--- src/rtl/blackparrot_fpga_host_io_out.sv ---
// BlackParrot I/O-out AXI4 subordinate: serializes each write into a
// 5-flit NBF packet for the host FIFO; reads return zero data.
module blackparrot_fpga_host_io_out #(
  parameter int S_AXI_ADDR_WIDTH   = 64,
  parameter int S_AXI_DATA_WIDTH   = 64,
  parameter int S_AXI_ID_WIDTH     = 4,
  parameter int fifo_data_width_p  = 32,
  parameter int nbf_opcode_width_p = 8,
  parameter int nbf_addr_width_p   = 64,
  parameter int nbf_data_width_p   = 64
) (
  input  logic                          s_axi_aclk,
  input  logic                          s_axi_aresetn,
  input  logic [S_AXI_ADDR_WIDTH-1:0]   s_axi_awaddr,
  input  logic                          s_axi_awvalid,
  output logic                          s_axi_awready,
  input  logic [S_AXI_ID_WIDTH-1:0]     s_axi_awid,
  input  logic [7:0]                    s_axi_awlen,
  input  logic [2:0]                    s_axi_awsize,
  input  logic [1:0]                    s_axi_awburst,
  input  logic                          s_axi_awlock,
  input  logic [3:0]                    s_axi_awcache,
  input  logic [2:0]                    s_axi_awprot,
  input  logic [3:0]                    s_axi_awqos,
  input  logic [3:0]                    s_axi_awregion,
  input  logic [S_AXI_DATA_WIDTH-1:0]   s_axi_wdata,
  input  logic [S_AXI_DATA_WIDTH/8-1:0] s_axi_wstrb,
  input  logic                          s_axi_wvalid,
  input  logic                          s_axi_wlast,
  output logic                          s_axi_wready,
  output logic                          s_axi_bvalid,
  input  logic                          s_axi_bready,
  output logic [S_AXI_ID_WIDTH-1:0]     s_axi_bid,
  output logic [1:0]                    s_axi_bresp,
  input  logic [S_AXI_ADDR_WIDTH-1:0]   s_axi_araddr,
  input  logic                          s_axi_arvalid,
  output logic                          s_axi_arready,
  input  logic [S_AXI_ID_WIDTH-1:0]     s_axi_arid,
  input  logic [7:0]                    s_axi_arlen,
  input  logic [2:0]                    s_axi_arsize,
  input  logic [1:0]                    s_axi_arburst,
  input  logic                          s_axi_arlock,
  input  logic [3:0]                    s_axi_arcache,
  input  logic [2:0]                    s_axi_arprot,
  input  logic [3:0]                    s_axi_arqos,
  input  logic [3:0]                    s_axi_arregion,
  output logic [S_AXI_DATA_WIDTH-1:0]   s_axi_rdata,
  output logic                          s_axi_rvalid,
  input  logic                          s_axi_rready,
  output logic [S_AXI_ID_WIDTH-1:0]     s_axi_rid,
  output logic                          s_axi_rlast,
  output logic [1:0]                    s_axi_rresp,
  output logic                          io_v_o,
  output logic [fifo_data_width_p-1:0]  io_data_o,
  input  logic                          io_ready_and_i
);

  localparam int pkt_w =
    nbf_opcode_width_p + nbf_addr_width_p + nbf_data_width_p;
  localparam int flits_lp =
    (pkt_w + fifo_data_width_p - 1) / fifo_data_width_p;
  localparam int pad_w = flits_lp * fifo_data_width_p;
  localparam logic [2:0] last_flit = 3'(flits_lp - 1);

  typedef enum logic [1:0] {
    W_IDLE, W_DATA, W_SEND, W_RESP
  } w_state_e;

  typedef enum logic {
    R_IDLE, R_DATA
  } r_state_e;

  w_state_e w_state;
  r_state_e r_state;

  logic [S_AXI_ADDR_WIDTH-1:0]   addr_q;
  logic [S_AXI_ID_WIDTH-1:0]     wid_q;
  logic [2:0]                    size_q;
  logic [7:0]                    len_q;
  logic [nbf_data_width_p-1:0]   data_q;
  logic                          first_q;
  logic [2:0]                    flit_q;
  logic [7:0]                    rcnt_q;

  logic [nbf_data_width_p-1:0]   shifted;
  logic [nbf_data_width_p-1:0]   masked;
  logic [nbf_data_width_p-1:0]   data_sel;
  logic [nbf_opcode_width_p-1:0] opcode;
  logic [pad_w-1:0]              pkt;
  logic [2:0]                    nxt_flit;
  logic [fifo_data_width_p-1:0]  flit_word;

  // Data field is the beat right-justified to the access size.
  always_comb begin
    shifted = s_axi_wdata >> {addr_q[2:0], 3'b000};
    masked  = shifted;
    opcode  = nbf_opcode_width_p'(3);
    unique case (size_q)
      3'd0: begin
        masked = {56'b0, shifted[7:0]};
        opcode = nbf_opcode_width_p'(0);
      end
      3'd1: begin
        masked = {48'b0, shifted[15:0]};
        opcode = nbf_opcode_width_p'(1);
      end
      3'd2: begin
        masked = {32'b0, shifted[31:0]};
        opcode = nbf_opcode_width_p'(2);
      end
      default: ;
    endcase
    data_sel  = first_q ? masked : data_q;
    pkt       = pad_w'({opcode, addr_q, data_sel});
    nxt_flit  = 3'd0;
    if (w_state == W_SEND && flit_q != last_flit)
      nxt_flit = flit_q + 3'd1;
    flit_word =
      pkt[fifo_data_width_p*int'(nxt_flit) +: fifo_data_width_p];
  end

  always_ff @(posedge s_axi_aclk or negedge s_axi_aresetn) begin
    if (!s_axi_aresetn) begin
      w_state       <= W_IDLE;
      s_axi_awready <= 1'b0;
      s_axi_wready  <= 1'b0;
      s_axi_bvalid  <= 1'b0;
      s_axi_bid     <= '0;
      s_axi_bresp   <= '0;
      io_v_o        <= 1'b0;
      io_data_o     <= '0;
      addr_q        <= '0;
      wid_q         <= '0;
      size_q        <= '0;
      len_q         <= '0;
      data_q        <= '0;
      first_q       <= 1'b0;
      flit_q        <= '0;
    end else begin
      unique case (w_state)
        W_IDLE: begin
          s_axi_awready <= 1'b1;
          if (s_axi_awvalid && s_axi_awready) begin
            addr_q        <= s_axi_awaddr;
            wid_q         <= s_axi_awid;
            size_q        <= s_axi_awsize;
            len_q         <= s_axi_awlen;
            first_q       <= 1'b1;
            s_axi_awready <= 1'b0;
            s_axi_wready  <= 1'b1;
            w_state       <= W_DATA;
          end
        end
        W_DATA: begin
          if (s_axi_wvalid && s_axi_wready) begin
            first_q <= 1'b0;
            if (first_q) data_q <= masked;
            if (s_axi_wlast) begin
              s_axi_wready <= 1'b0;
              io_v_o       <= 1'b1;
              io_data_o    <= flit_word;
              flit_q       <= '0;
              w_state      <= W_SEND;
            end
          end
        end
        W_SEND: begin
          if (io_ready_and_i) begin
            if (flit_q == last_flit) begin
              io_v_o       <= 1'b0;
              s_axi_bvalid <= 1'b1;
              s_axi_bid    <= wid_q;
              s_axi_bresp  <= (len_q == 8'd0) ? 2'b00 : 2'b10;
              w_state      <= W_RESP;
            end else begin
              flit_q    <= flit_q + 3'd1;
              io_data_o <= flit_word;
            end
          end
        end
        W_RESP: begin
          if (s_axi_bready) begin
            s_axi_bvalid  <= 1'b0;
            s_axi_awready <= 1'b1;
            w_state       <= W_IDLE;
          end
        end
        default: w_state <= W_IDLE;
      endcase
    end
  end

  always_ff @(posedge s_axi_aclk or negedge s_axi_aresetn) begin
    if (!s_axi_aresetn) begin
      r_state       <= R_IDLE;
      s_axi_arready <= 1'b0;
      s_axi_rvalid  <= 1'b0;
      s_axi_rid     <= '0;
      s_axi_rlast   <= 1'b0;
      rcnt_q        <= '0;
    end else begin
      unique case (r_state)
        R_IDLE: begin
          s_axi_arready <= 1'b1;
          if (s_axi_arvalid && s_axi_arready) begin
            s_axi_arready <= 1'b0;
            s_axi_rvalid  <= 1'b1;
            s_axi_rid     <= s_axi_arid;
            s_axi_rlast   <= (s_axi_arlen == 8'd0);
            rcnt_q        <= s_axi_arlen;
            r_state       <= R_DATA;
          end
        end
        R_DATA: begin
          if (s_axi_rready) begin
            if (s_axi_rlast) begin
              s_axi_rvalid  <= 1'b0;
              s_axi_rlast   <= 1'b0;
              s_axi_arready <= 1'b1;
              r_state       <= R_IDLE;
            end else begin
              rcnt_q      <= rcnt_q - 8'd1;
              s_axi_rlast <= (rcnt_q == 8'd1);
            end
          end
        end
        default: r_state <= R_IDLE;
      endcase
    end
  end

  assign s_axi_rdata = '0;
  assign s_axi_rresp = 2'b00;

  wire unused = &{1'b0, s_axi_awburst, s_axi_awlock, s_axi_awcache,
                  s_axi_awprot, s_axi_awqos, s_axi_awregion,
                  s_axi_wstrb, s_axi_araddr, s_axi_arsize,
                  s_axi_arburst, s_axi_arlock, s_axi_arcache,
                  s_axi_arprot, s_axi_arqos, s_axi_arregion};

endmodule
--- config.mk ---
export PLATFORM = sky130hd
export DESIGN_NAME = blackparrot_fpga_host_io_out
export DESIGN_NICKNAME = d
export VERILOG_FILES = /design/src/rtl/blackparrot_fpga_host_io_out.sv
export SDC_FILE = /design/constraint.sdc
export NUM_CORES = 1
export LEC_CHECK = 0
export CAP_MARGIN = 20
export CORE_MARGIN = 1
export CORE_UTILIZATION = 45
export DETAILED_ROUTE_END_ITERATION = 7
export HOLD_SLACK_MARGIN = 0.1
export PLACE_DENSITY = 0.83
export SLEW_MARGIN = 20
export SYNTH_ARGS = -nofsm -noshare
export SYNTH_HDL_FRONTEND = slang
export SYNTH_SLANG_ARGS = --single-unit
--- constraint.sdc ---
create_clock -name s_axi_aclk -period 2.9 [get_ports s_axi_aclk]
set_input_delay 0.435 -clock s_axi_aclk [delete_from_list [all_inputs] [get_ports s_axi_aclk]]
set_output_delay 0.435 -clock s_axi_aclk [all_outputs]
set_load 0.1 [all_outputs]
# [Yosys cells after proc, flatten, opt, wreduce, memory -nomap -nowiden]
# Index checks and enable logic that the tools add are counted.
[totals] reg_bits=207 inputBits=275 output_inout_bits=115 wordCells=132
[op_classes] addsub=2 eq_ne=19 n_shift=2 mux=60 bitwise_logic=1 n_reduce_logical=27
[op_table] op="$pmux W64 S3" count=1
[op_table] op="$shiftx A160 B9 Y32" count=1
[op_table] op="$mux W32" count=4
[op_table] op="$mux W64" count=1
[op_table] op="$pmux W32 S2" count=1
[op_table] op="$shr A64 B6 Y64" count=1
[op_table] op="$mux W1" count=25
[op_table] op="$mux W8" count=3
[op_table] op="$ne A2 B2 Y1 const B" count=10
[op_table] op="$pmux W1 S2" count=9
[op_table] op="$logic_not A8 Y1" count=2
[op_table] op="$pmux W8 S2" count=1
[op_table] op="$mux W3" count=5
[op_table] op="$mux W2" count=7
[op_table] op="$reduce_and A2 Y1" count=6
[op_table] op="$reduce_and A3 Y1" count=4
[op_table] op="$reduce_and A5 Y1" count=2
[op_table] op="$eq A8 B1 Y1 const B" count=1
[op_table] op="$pmux W2 S4" count=1
[op_table] op="$reduce_and A4 Y1" count=2
[op_table] op="$reduce_bool A2 Y1" count=4
[op_table] op="$sub A8 B1 Y8 const B" count=1
[op_table] op="$pmux W2 S3" count=1
[op_table] op="$pmux W3 S2" count=1
[op_table] op="13 further kinds" count=17

# [Logic depth before layout (Yosys ltp)]
# Gate-level depths: netlist of the first run.
[logic_depth] ltp_word=7 ltp_mapped=11 ltp_nobuf=7

# [Worst setup path before layout of the first run]
# No wires, ideal clock.
[synth_path] path_type="flip-flop to flip-flop" start="reg flit_q[0]" end="reg io_data_o[23]" setup_ps=144 t_arrival_ps=2355 t_required_ps=2756 setup_slack_ps=401 path_stages_with_launch=11 path_buffers=3 synth_period_minus_slack_ps=2499 path_cell_list="dfrtp_1 -> clkbuf_1 -> inv_1 -> clkbuf_1 -> ha_1 -> a21bo_2 -> nor2_2 -> buf_4 -> mux2_2 -> a211oi_1 -> o221ai_1"
[synth_via] elab_chain_cells=7 word_cells_on_any_way=13 classes_between="add/sub (1); eq/ne (3); shift (1); mux (6); reduce/logical (2)"
[synth_lines] element="start, declared" line_no="82" rtl="logic [2:0] flit_q;"
[synth_lines] element="start signal, assigned" line_no="176" rtl="flit_q <= flit_q + 3'd1;"
[synth_lines] element="parallel branches: the longest is 7 deep, another holds $add A3 B1 Y3"
[synth_lines] element="end signal, assigned" line_no="161" rtl="io_data_o <= flit_word;"
[synth_lines] element="end signal, assigned" line_no="177" rtl="io_data_o <= flit_word;"
[synth_lines] element="end, declared" line_no="54" rtl="output logic [fifo_data_width_p-1:0] io_data_o,"
# Several ways; the timed one is not identified. The select of a mux whose other input is x is not followed.
# A chain may end at the register's enable or synchronous reset.

# [Final worst setup path of the first run]
[layout_path] start="reg flit_q[0]" end="reg io_data_o[22]"
# Same word-level chain as after synthesis.

==> results of run 1 <==
==> state kept, by name, indices dropped and copies added, names as in the netlist, 2 cells and up <==
name	count
len_q	8
flit_q	3
s_axi_bid	4
rcnt_q	8
data_q	64
addr_q	64
s_axi_rid	4
wid_q	4
size_q	3
io_data_o	32
w_state	2
==> layout make-up <==
class,instances,area share
Tap cell,335,0.02796
Clock buffer,33,0.04556
Multi-Input combinational cell,832,0.4097
Inverter,19,0.004757
Clock inverter,8,0.005007
Antenna cell,1,0.0001669
Sequential cell,206,0.3441
Timing Repair Buffer,260,0.1628
==> worst paths after layout <==
check | end | slack (ns)
max in group asynchronous | data_q[63] | 1.44
worst min register to register | s_axi_rid[2] | 0.48
min in group asynchronous | io_data_o[9] | 0.53
worst max-delay path | io_data_o[22] | 0.29
worst max register to register | io_data_o[22] | 0.29
worst min-delay path | s_axi_rid[2] | 0.45
==> routing by layer <==
metal  vias up  track usage  part of all wire
met1      5094       0.3532              0.40
met4         0      0.08330             0.033
met5         -            0                 0
met2       601       0.4225              0.45
li1       4547            -                 -
met3       112      0.07984              0.12
==> cell families after synthesis <==
kind of cell,count (synthesis),synth area share
compound gates,318,0.1969
fa+ha+maj,8,0.008277
flops,206,0.4262
other cells,1,0.0003101
buf+inv,170,0.08804
simple gates,234,0.08907
mux,205,0.1912
==> cells in the mapped netlist, types with 8 or more instances <==
| library cell | instances |
|---|---|
| inv_1 | 18 |
| a2bb2oi_1 | 9 |
| o221ai_1 | 16 |
| mux2_2 | 98 |
| buf_6 | 9 |
| a22o_1 | 26 |
| o21ai_0 | 79 |
| nand2_1 | 124 |
| nand3_1 | 25 |
| buf_2 | 19 |
| a21oi_1 | 31 |
| a22oi_1 | 8 |
| nor2b_1 | 12 |
| a21o_1 | 9 |
| o211ai_1 | 13 |
| o221a_2 | 9 |
| nor2_1 | 21 |
| clkbuf_1 | 36 |
| a32o_1 | 11 |
| ha_1 | 8 |
| o2bb2ai_1 | 8 |
| mux2i_1 | 96 |
| o22ai_1 | 24 |
| mux4_2 | 11 |
| dfrtp_1 | 206 |
| buf_4 | 82 |
| a221oi_1 | 8 |
| nor3_1 | 8 |
==> through the flow <==
step                      utilization  cell area, um^2  setup WS [ns]  std cells  hold WS, ns
final                          0.5721            14990         0.2947       1694       0.4510
after detailed placement       0.5427            14220         0.1776       1651       0.4663
after global placement         0.5427            14220         0.1531       1651       0.4565
after global routing           0.5720            14990         0.1571       1693       0.4618
after CTS                      0.5720            14990         0.3147       1693       0.4419
after floorplan                     -            12340         0.4012       1208       0.1394
==> worst reg2reg max path: stages (launching register included) <==
cell and delay, ns:
dfrtp_1 0.39, buf_4 0.23, ha_1 0.26, nor2b_1 0.16, o21ai_0 0.66, o211ai_4 0.44, a21o_1 0.28, o21ai_1 0.13
==> where the power goes <==
group | internal [mW] | total [mW] | switching, mW
Combinational | 3.74 | 10.4 | 6.65
Sequential | 4.14 | 5.11 | 0.968
Clock | 1.73 | 2.92 | 1.19
==> results.toml, run 1 <==
[outcome]
status = "complete, but fails checks"
violations = "design-rule violations"

[sta]
rsz0062_at_grt = "no"
finClkSkew_ns = 0.01478
worst_pin_slew_ns = 1.027
fin_setup_tns_ns = 0
fmax_mhz = 383.8
setup_viol = 0
fin_crit_sh = 0.8984
period_minus_slack_ns = 2.605
hold_viol_final = 0
timing.slew.headroom = 0.3121
drv_slew = 0

[floorplan]
io_pins = 390
die_w_um = 165.9
core_mm2 = 0.02621
start_util = 0.4615
dieArea_mm2 = 0.02754
row_count = 59
fp.dieH_um = 165.9

[clocking]
clk_pin_slew_ns = 0.06
cts-buffers-inserted = 23
clock_latency_ns = 0.52
cts-hold-fix-buffers = 1
clock_path_buffers = 3
clkSinkCount = 206
cts-root-buf = "clkbuf_16"
cts_resized = 0
post-cts-setup-buffers = 0
cts_tree = "built"
cts_max_level = 1

[run]
drv_cap = 0

[logic_synthesis]
synth_edf_count = 0
synth_flop_cell = "dfrtp_1"
synth.yosys.seq_area_share = 0.4262
synth.largest_area_cell = "dfrtp_1"
synth_top_area_share = 0.4262
synthTopCellsByArea = "dfrtp_1 (43%), mux2_2 (9.1%), mux2i_1 (7.9%)"
syn-cell-area_mm2 = 0.01209
syn_inst = 1142
synthDistinctLibCells = 74
avgSynthCellArea_um2 = 10.59
yosys_warnings = 0
ys_ff_latch = 206
async_flop_share = 1.000

[routing]
drt_iter0_markers = 1137
ant_nets = 0
viasPerCell = 6.112
drcViolationCount = 42
wl_per_cell_um = 22.06
drt-total-wl_um = 37360
dr.pass1.iters = 8
via_count = 10354

[layout]
regArea_mm2 = 0.005159
area_delta_synth_final_pct = 23.97
layout_commonest_cell = "dfrtp_1"
drive_gt1_frac = 0.2054
multi_input_area_mm2 = 0.006142
finalNetCount = 1625
final_cell_mix = "dfrtp_1 (203), clkdlybuf4s50_1 (162), nand2_1 (123)"
fillers = 2141

[power]
ir_drop_mv = 0.7599
p_leak_nw = 6.502
fin_total_pwr_mw = 18.41
power_density_mw_per_mm2 = 1228

[global_routing]
antenna_found_initial = 0
grt_start_max_net_pins = 78
grt_pass1_wl_um = 58490
grt-ovfl-total = 0
grt_util_all_layers = 0.2676
grt_pass1_vias = 10247

[critical_path]
crit_required_ns = 3.35
startpoint = "flit_q[0]"
worstSetupPathType = "reg -> reg"
critPathLaunchType = "flip-flop"
timing.rr.start = "flit_q[0]"
cp-end-kind = "flip-flop"
crit_chain = "buf_4 -> ha_1 -> nor2b_1 -> o21ai_0 -> o211ai_4 -> a21o_1 -> o21ai_1"
cp_top_family = "compound AO/OA/AOI/OAI gates"
cpPeakStageDelay_ns = 0.66
rr_worst_depth = 7
critPathSlowestCell = "o21ai_0"
crit_fanout = 19
worst_ep_arrival_time_ns = 3.05
critPathBufInv = 1
path_depth = 7

[min_path]
min_path_type = "in -> reg"
worstHoldStart = "s_axi_arid[2]"
hold_depth = 3

[place]
place_hpwl_um = 27230
port_buffers = 211
gp_congestion = 0.9508
No activity file was read; power rests on OpenSTA's default activity.
==> run 2, diff against run 1 <==
--- a/config.mk
+++ b/config.mk
@@ -7,10 +7,10 @@
 export LEC_CHECK = 0
 export CAP_MARGIN = 20
 export CORE_MARGIN = 1
-export CORE_UTILIZATION = 45
+export CORE_UTILIZATION = 47
 export DETAILED_ROUTE_END_ITERATION = 7
 export HOLD_SLACK_MARGIN = 0.1
-export PLACE_DENSITY = 0.83
+export PLACE_DENSITY = 0.86
 export SLEW_MARGIN = 20
 export SYNTH_ARGS = -nofsm -noshare
 export SYNTH_HDL_FRONTEND = slang
==> run 2 against run 1 <==
The run now ends clean. Critical path type unchanged. Hold slack gained 0.011 ns. Combinational power about the same. Core utilization grew 2.3 points. Largest cell class unchanged. Clock-buffer cell count down 3. Clock power up 2%. Routed wire length is 0.95% lower. Largest power group unchanged. Fmax down 0.95%. Sequential share of layout area barely moved.
==> results.toml, run 2 (synthesized netlist as in run 1, its figures left out) <==
[floorplan]
dieArea_mm2 = 0.02638
start_util = 0.4803
row_count = 58
core_mm2 = 0.02518
fp.dieH_um = 162.4
die_w_um = 162.4
io_pins = 390

[place]
placed_area_mm2 = 0.01421
port_buffers = 211
gp_congestion = 0.9408
place_hpwl_um = 26550
pre_cts_ws_ns = 0.1943

[routing]
wl_per_cell_um = 21.99
drt-total-wl_um = 37010
ant_nets = 0
via_count = 10263
dr.pass1.iters = 6
viasPerCell = 6.098
drt_iter0_markers = 860
drcViolationCount = 0

[critical_path]
timing.rr.start = "w_state[0]"
rr_worst_depth = 8
cpPeakStageDelay_ns = 0.74
crit_chain = "inv_1 -> ha_1 -> a21boi_2 -> o211a_1 -> nor2_2 -> buf_4 -> nand2_1 -> o221ai_1"
crit_required_ns = 3.32
reg2reg_slack_ns = 0.27
worstSetupPathType = "reg -> reg"
worst_ep_arrival_time_ns = 3.05
critPathBufInv = 2
crit_fanout = 21
cp_top_family = "simple AND/OR/NAND/NOR gates"
regToRegEndpoint = "io_data_o[6]"
critPathSlowestCell = "nor2_2"
critPathLaunchType = "flip-flop"
cp-end-kind = "flip-flop"

[clocking]
clk_pin_slew_ns = 0.06
cts-buffers-inserted = 23
cts_tree = "built"
cts_resized = 0
clkSinkCount = 206
cts-root-buf = "clkbuf_16"
clock_path_buffers = 3
clock_latency_ns = 0.52
cts_max_level = 1

[power]
combPwrFrac = 0.563
fin_total_pwr_mw = 18.45
swShare = 0.4780
p_int_mw = 9.631
ir_drop_mv = 0.9126
pwr-share-clk = 0.161
p_sw_mw = 8.819
power_frac_seq = 0.276
power_density_mw_per_mm2 = 1232
p_leak_nw = 6.489

[layout]
area_delta_synth_final_pct = 23.83
antenna-diode-count = 0
stdcell_area_mm2 = 0.01498
layout_commonest_cell = "dfrtp_1"
finalNetCount = 1621
drive_gt1_frac = 0.2010
top_regs = "addr_q (64), data_q (64), io_data_o (32)"
final_cell_mix = "dfrtp_1 (203), clkdlybuf4s50_1 (162), nand2_1 (123)"

[outcome]
status = "complete, no violations"

[global_routing]
grt_util_all_layers = 0.2790
grt_pass1_wl_um = 57280
grt_start_max_net_pins = 88
grt_pass1_vias = 10175
antenna_found_initial = 1
grt-ovfl-total = 0

[min_path]
hold_path_end = "s_axi_rid[3]"
hold_depth = 3
worstHoldStart = "s_axi_arid[3]"
min_path_type = "in -> reg"

[sta]
hold_viol_final = 0
setup_viol = 0
timing.slew.headroom = 0.3636
period_minus_slack_ns = 2.630
worst_pin_slew_ns = 0.9536
fin_setup_tns_ns = 0
finClkSkew_ns = 0.01785
setup_ws_ns = 0.2696
fin_crit_sh = 0.9070
drv_slew = 0
fmax_mhz = 380.2
rsz0062_at_grt = "no"

[run]
drv_cap = 0
[run 2: area by class of cell]
cell class	count	area (um^2)
clock buffers	30	621.8
clock inverters	10	132.6
fillers	2021	10210
inverters	19	71.32
multi-input cells	832	6142
flip-flops and latches	206	5159
well taps	330	412.9
repair buffers	256	2436
[run 2: timing repair]
item                                    in CTS  in global routing
setup buffers                                0                  0
endpoints found under the setup margin       0                  0
endpoints found under the hold margin       84                  0
hold buffers                                 1                  0
[run 2: how the worst max path moves through the flow]
stage,depth (start not counted),from,to
floorplan,10,flit_q[0],io_data_o[23]
global placement,7,s_axi_wvalid,io_data_o[24]
detailed placement,7,s_axi_wvalid,io_data_o[6]
CTS,8,w_state[0],io_data_o[6]
global route,8,w_state[0],io_data_o[9]
finish,8,w_state[0],io_data_o[6]
[run 2: power groups by stage]
stage	Sequential, mW	Clock, mW	Combinational (mW)
floorplan	6.55	0	6.01
global route	5.25	3.12	10.9
detailed placement	5.10	0	10.2
CTS	5.08	3.01	10.2
finish	5.10	2.97	10.4
global placement	5.02	0	9.96
[run 2: metal layers]
layer  track usage  routed length [um]  vias up
li1              -                   -     4540
met2        0.4456               17090      633
met5             0                  11        -
met1        0.3585               14260     5019
met4       0.08148                 824        2
met3       0.09371                4818       69
[run 2: stage by stage]
step | std cells | hold slack [ns] | util
2_1_floorplan | 1208 | 0.1394 | -
3_3_place_gp | 1642 | 0.4579 | 0.5643
3_5_place_dp | 1642 | 0.4710 | 0.5643
4_1_cts | 1683 | 0.4560 | 0.5947
5_1_grt | 1683 | 0.4667 | 0.5947
6_report | 1683 | 0.4621 | 0.5947
[run 2: worst reg2reg max path, cell delays in order, from the launching register on]
cell and delay [ns]:
dfrtp_1 0.37, inv_1 0.09, ha_1 0.32, a21boi_2 0.26
o211a_1 0.22, nor2_2 0.74, buf_4 0.37, nand2_1 0.10
o221ai_1 0.08
==> run 3, diff against run 2 <==
--- a/config.mk
+++ b/config.mk
@@ -6,11 +6,12 @@
 export NUM_CORES = 1
 export LEC_CHECK = 0
 export CAP_MARGIN = 20
-export CORE_MARGIN = 1
-export CORE_UTILIZATION = 47
+export CORE_AREA = 2 2 150 152
 export DETAILED_ROUTE_END_ITERATION = 7
+export DIE_AREA = 0 0 152 154
+export DONT_BUFFER_PORTS = 1
 export HOLD_SLACK_MARGIN = 0.1
-export PLACE_DENSITY = 0.86
+export PLACE_DENSITY = 0.76
 export SLEW_MARGIN = 20
 export SYNTH_ARGS = -nofsm -noshare
 export SYNTH_HDL_FRONTEND = slang
==> run 3 against run 2 <==
Sequential share of layout area up 2.7 points. Power down 2.3%. Flip-flop and latch count unchanged. Clock-buffer cell count down 2. Final cell count down 9.7%. The flow now finishes with violations (negative hold slack). Core utilization up 4.5 points.
==> results.toml, run 3 (synthesized netlist as in run 1, its figures left out) <==
[outcome]
status = "complete, but fails checks"
violations = "negative hold slack"

[critical_path]
crit_required_ns = 3.26
crit_fanout = 27
cp-end-kind = "flip-flop"
worstSetupPathType = "reg -> reg"
timing.rr.start = "addr_q[2]"
critPathLaunchType = "flip-flop"
startpoint = "addr_q[2]"
worst_ep_arrival_time_ns = 2.87

[routing]
wl_met2_um = 16750
viasPerCell = 6.422
via_count = 9755
drt_iter0_markers = 877
wl_met3_um = 4492
dr.pass1.iters = 5
wl_per_cell_um = 24.13
drcViolationCount = 0
wl_met1_um = 14320
top_layer_used = "met5"
ant_nets = 0
drt-total-wl_um = 36660

[min_path]
min_path_type = "in -> async"

[floorplan]
start_util = 0.5576
dieArea_mm2 = 0.02341
row_count = 54
fp.dieH_um = 154
die_w_um = 152
core_mm2 = 0.02169
io_pins = 390

[layout]
regArea_mm2 = 0.005160
finalNetCount = 1505
top_regs = "addr_q (64), data_q (64), io_data_o (32)"
finalCoreUtilization = 0.6399
stdcell_area_mm2 = 0.01388
final_cell_mix = "dfrtp_1 (202), nand2_1 (123), mux2_2 (98)"
layout_commonest_cell = "dfrtp_1"
drive_gt1_frac = 0.1827
area_delta_synth_final_pct = 14.75
fillers = 1689
multi_input_area_mm2 = 0.006142

[power]
pwr-share-clk = 0.173
swShare = 0.4803
power_density_mw_per_mm2 = 1299
p_leak_nw = 5.995
power_frac_seq = 0.375
ir_drop_mv = 0.9534
p_int_mw = 9.368
p_sw_mw = 8.659
combPwrFrac = 0.452

[run]
drv_cap = 0

[clocking]
cts_max_level = 1
post-cts-setup-buffers = 0
cts-buffers-inserted = 23
clkSinkCount = 206
clock_path_buffers = 3
clock_latency_ns = 0.51
clk_pin_slew_ns = 0.06
cts-root-buf = "clkbuf_16"
cts_tree = "built"
cts-hold-fix-buffers = 95

[sta]
setup_viol = 0
hold_ws_ns = -0.3773
finClkSkew_ns = 0.01137
fin_crit_sh = 0.8666
drv_slew = 0
fin_setup_tns_ns = 0
worst_pin_slew_ns = 1.012
period_minus_slack_ns = 2.513
timing.slew.headroom = 0.3254
rsz0062_at_grt = "no"
hold_viol_final = 206
fmax_mhz = 397.9

[place]
place_hpwl_um = 24870
gp_congestion = 0.9474
port_buffers = 0
placed_area_mm2 = 0.01212

[global_routing]
grt_pass1_wl_um = 57040
grt_util_all_layers = 0.3068
grt_start_max_net_pins = 207
antenna_found_initial = 2
grt_pass1_vias = 9725
grt-ovfl-total = 0
## run 3: cell count changes in the layout (fill, tap and decap cells not counted), sizes merged
cell / previous run / this run
diode: 0 / 2
bufinv: 3 / 5
clkinvlp: 0 / 2
inv: 21 / 19
buf: 92 / 45
dlygate4sd3: 1 / 95
clkdlybuf4s50: 162 / 0
clkbuf: 31 / 28
## run 3: power groups by stage
| stage | sequential (mW) | combinational (mW) | clock, mW |
|---|---|---|---|
| 3_3_place_gp | 6.70 | 7.62 | 0 |
| 5_1_grt | 6.91 | 8.71 | 3.27 |
| 4_1_cts | 6.72 | 7.96 | 3.14 |
| 6_report | 6.76 | 8.15 | 3.11 |
| 2_1_floorplan | 6.55 | 6.01 | 0 |
| 3_5_place_dp | 6.75 | 7.81 | 0 |
## run 3: repair_timing
item                                   CTS  global route
gates resized for setup                  0             0
endpoints found under the hold margin  301           206
setup endpoints to repair                0             0
## run 3: cell type report
type,count,share of cell area
Multi-Input combinational cell,832,0.4426
Sequential cell,206,0.3718
Timing Repair Buffer,140,0.09737
Clock buffer,28,0.04354
Inverter,19,0.005139
Clock inverter,12,0.01397
Tap cell,280,0.02524
Antenna cell,2,0.0003606
## run 3: per-stage QoR
step                power [mW]  setup WS (ns)  std cells
finish                   18.03         0.3870       1519
global placement         14.32         0.4916       1382
CTS                      17.82         0.4262       1517
detailed placement       14.56         0.4299       1382
floorplan                12.56         0.4012       1208
global route             18.89         0.2626       1518
## run 3: per-layer routing
layer / GRT usage / up-vias
met5: 0 / -
met2: 0.4788 / 589
met4: 0.09524 / 2
met3: 0.1147 / 75
li1: - / 4306
met1: 0.3995 / 4783
## run 3: path summary, 6_finish.rpt
path	end	slack [ns]	cells after the start
min reg2reg	data_q[8]	0.48	2
min	io_v_o	-0.38	0
max reg2reg	io_data_o[10]	0.39	6
max in group asynchronous	addr_q[2]	3.00	0
min in group s_axi_aclk	s_axi_bvalid	0.11	3
max	io_data_o[10]	0.39	6
## run 3: worst max-delay path, cell delays in order (launching register included)
cell and delay (ns):
dfrtp_2 0.76, buf_4 0.30, mux2i_1 0.25, o21ai_0 0.10, a221oi_1 0.45, o221a_2 0.35, o221ai_1 0.13
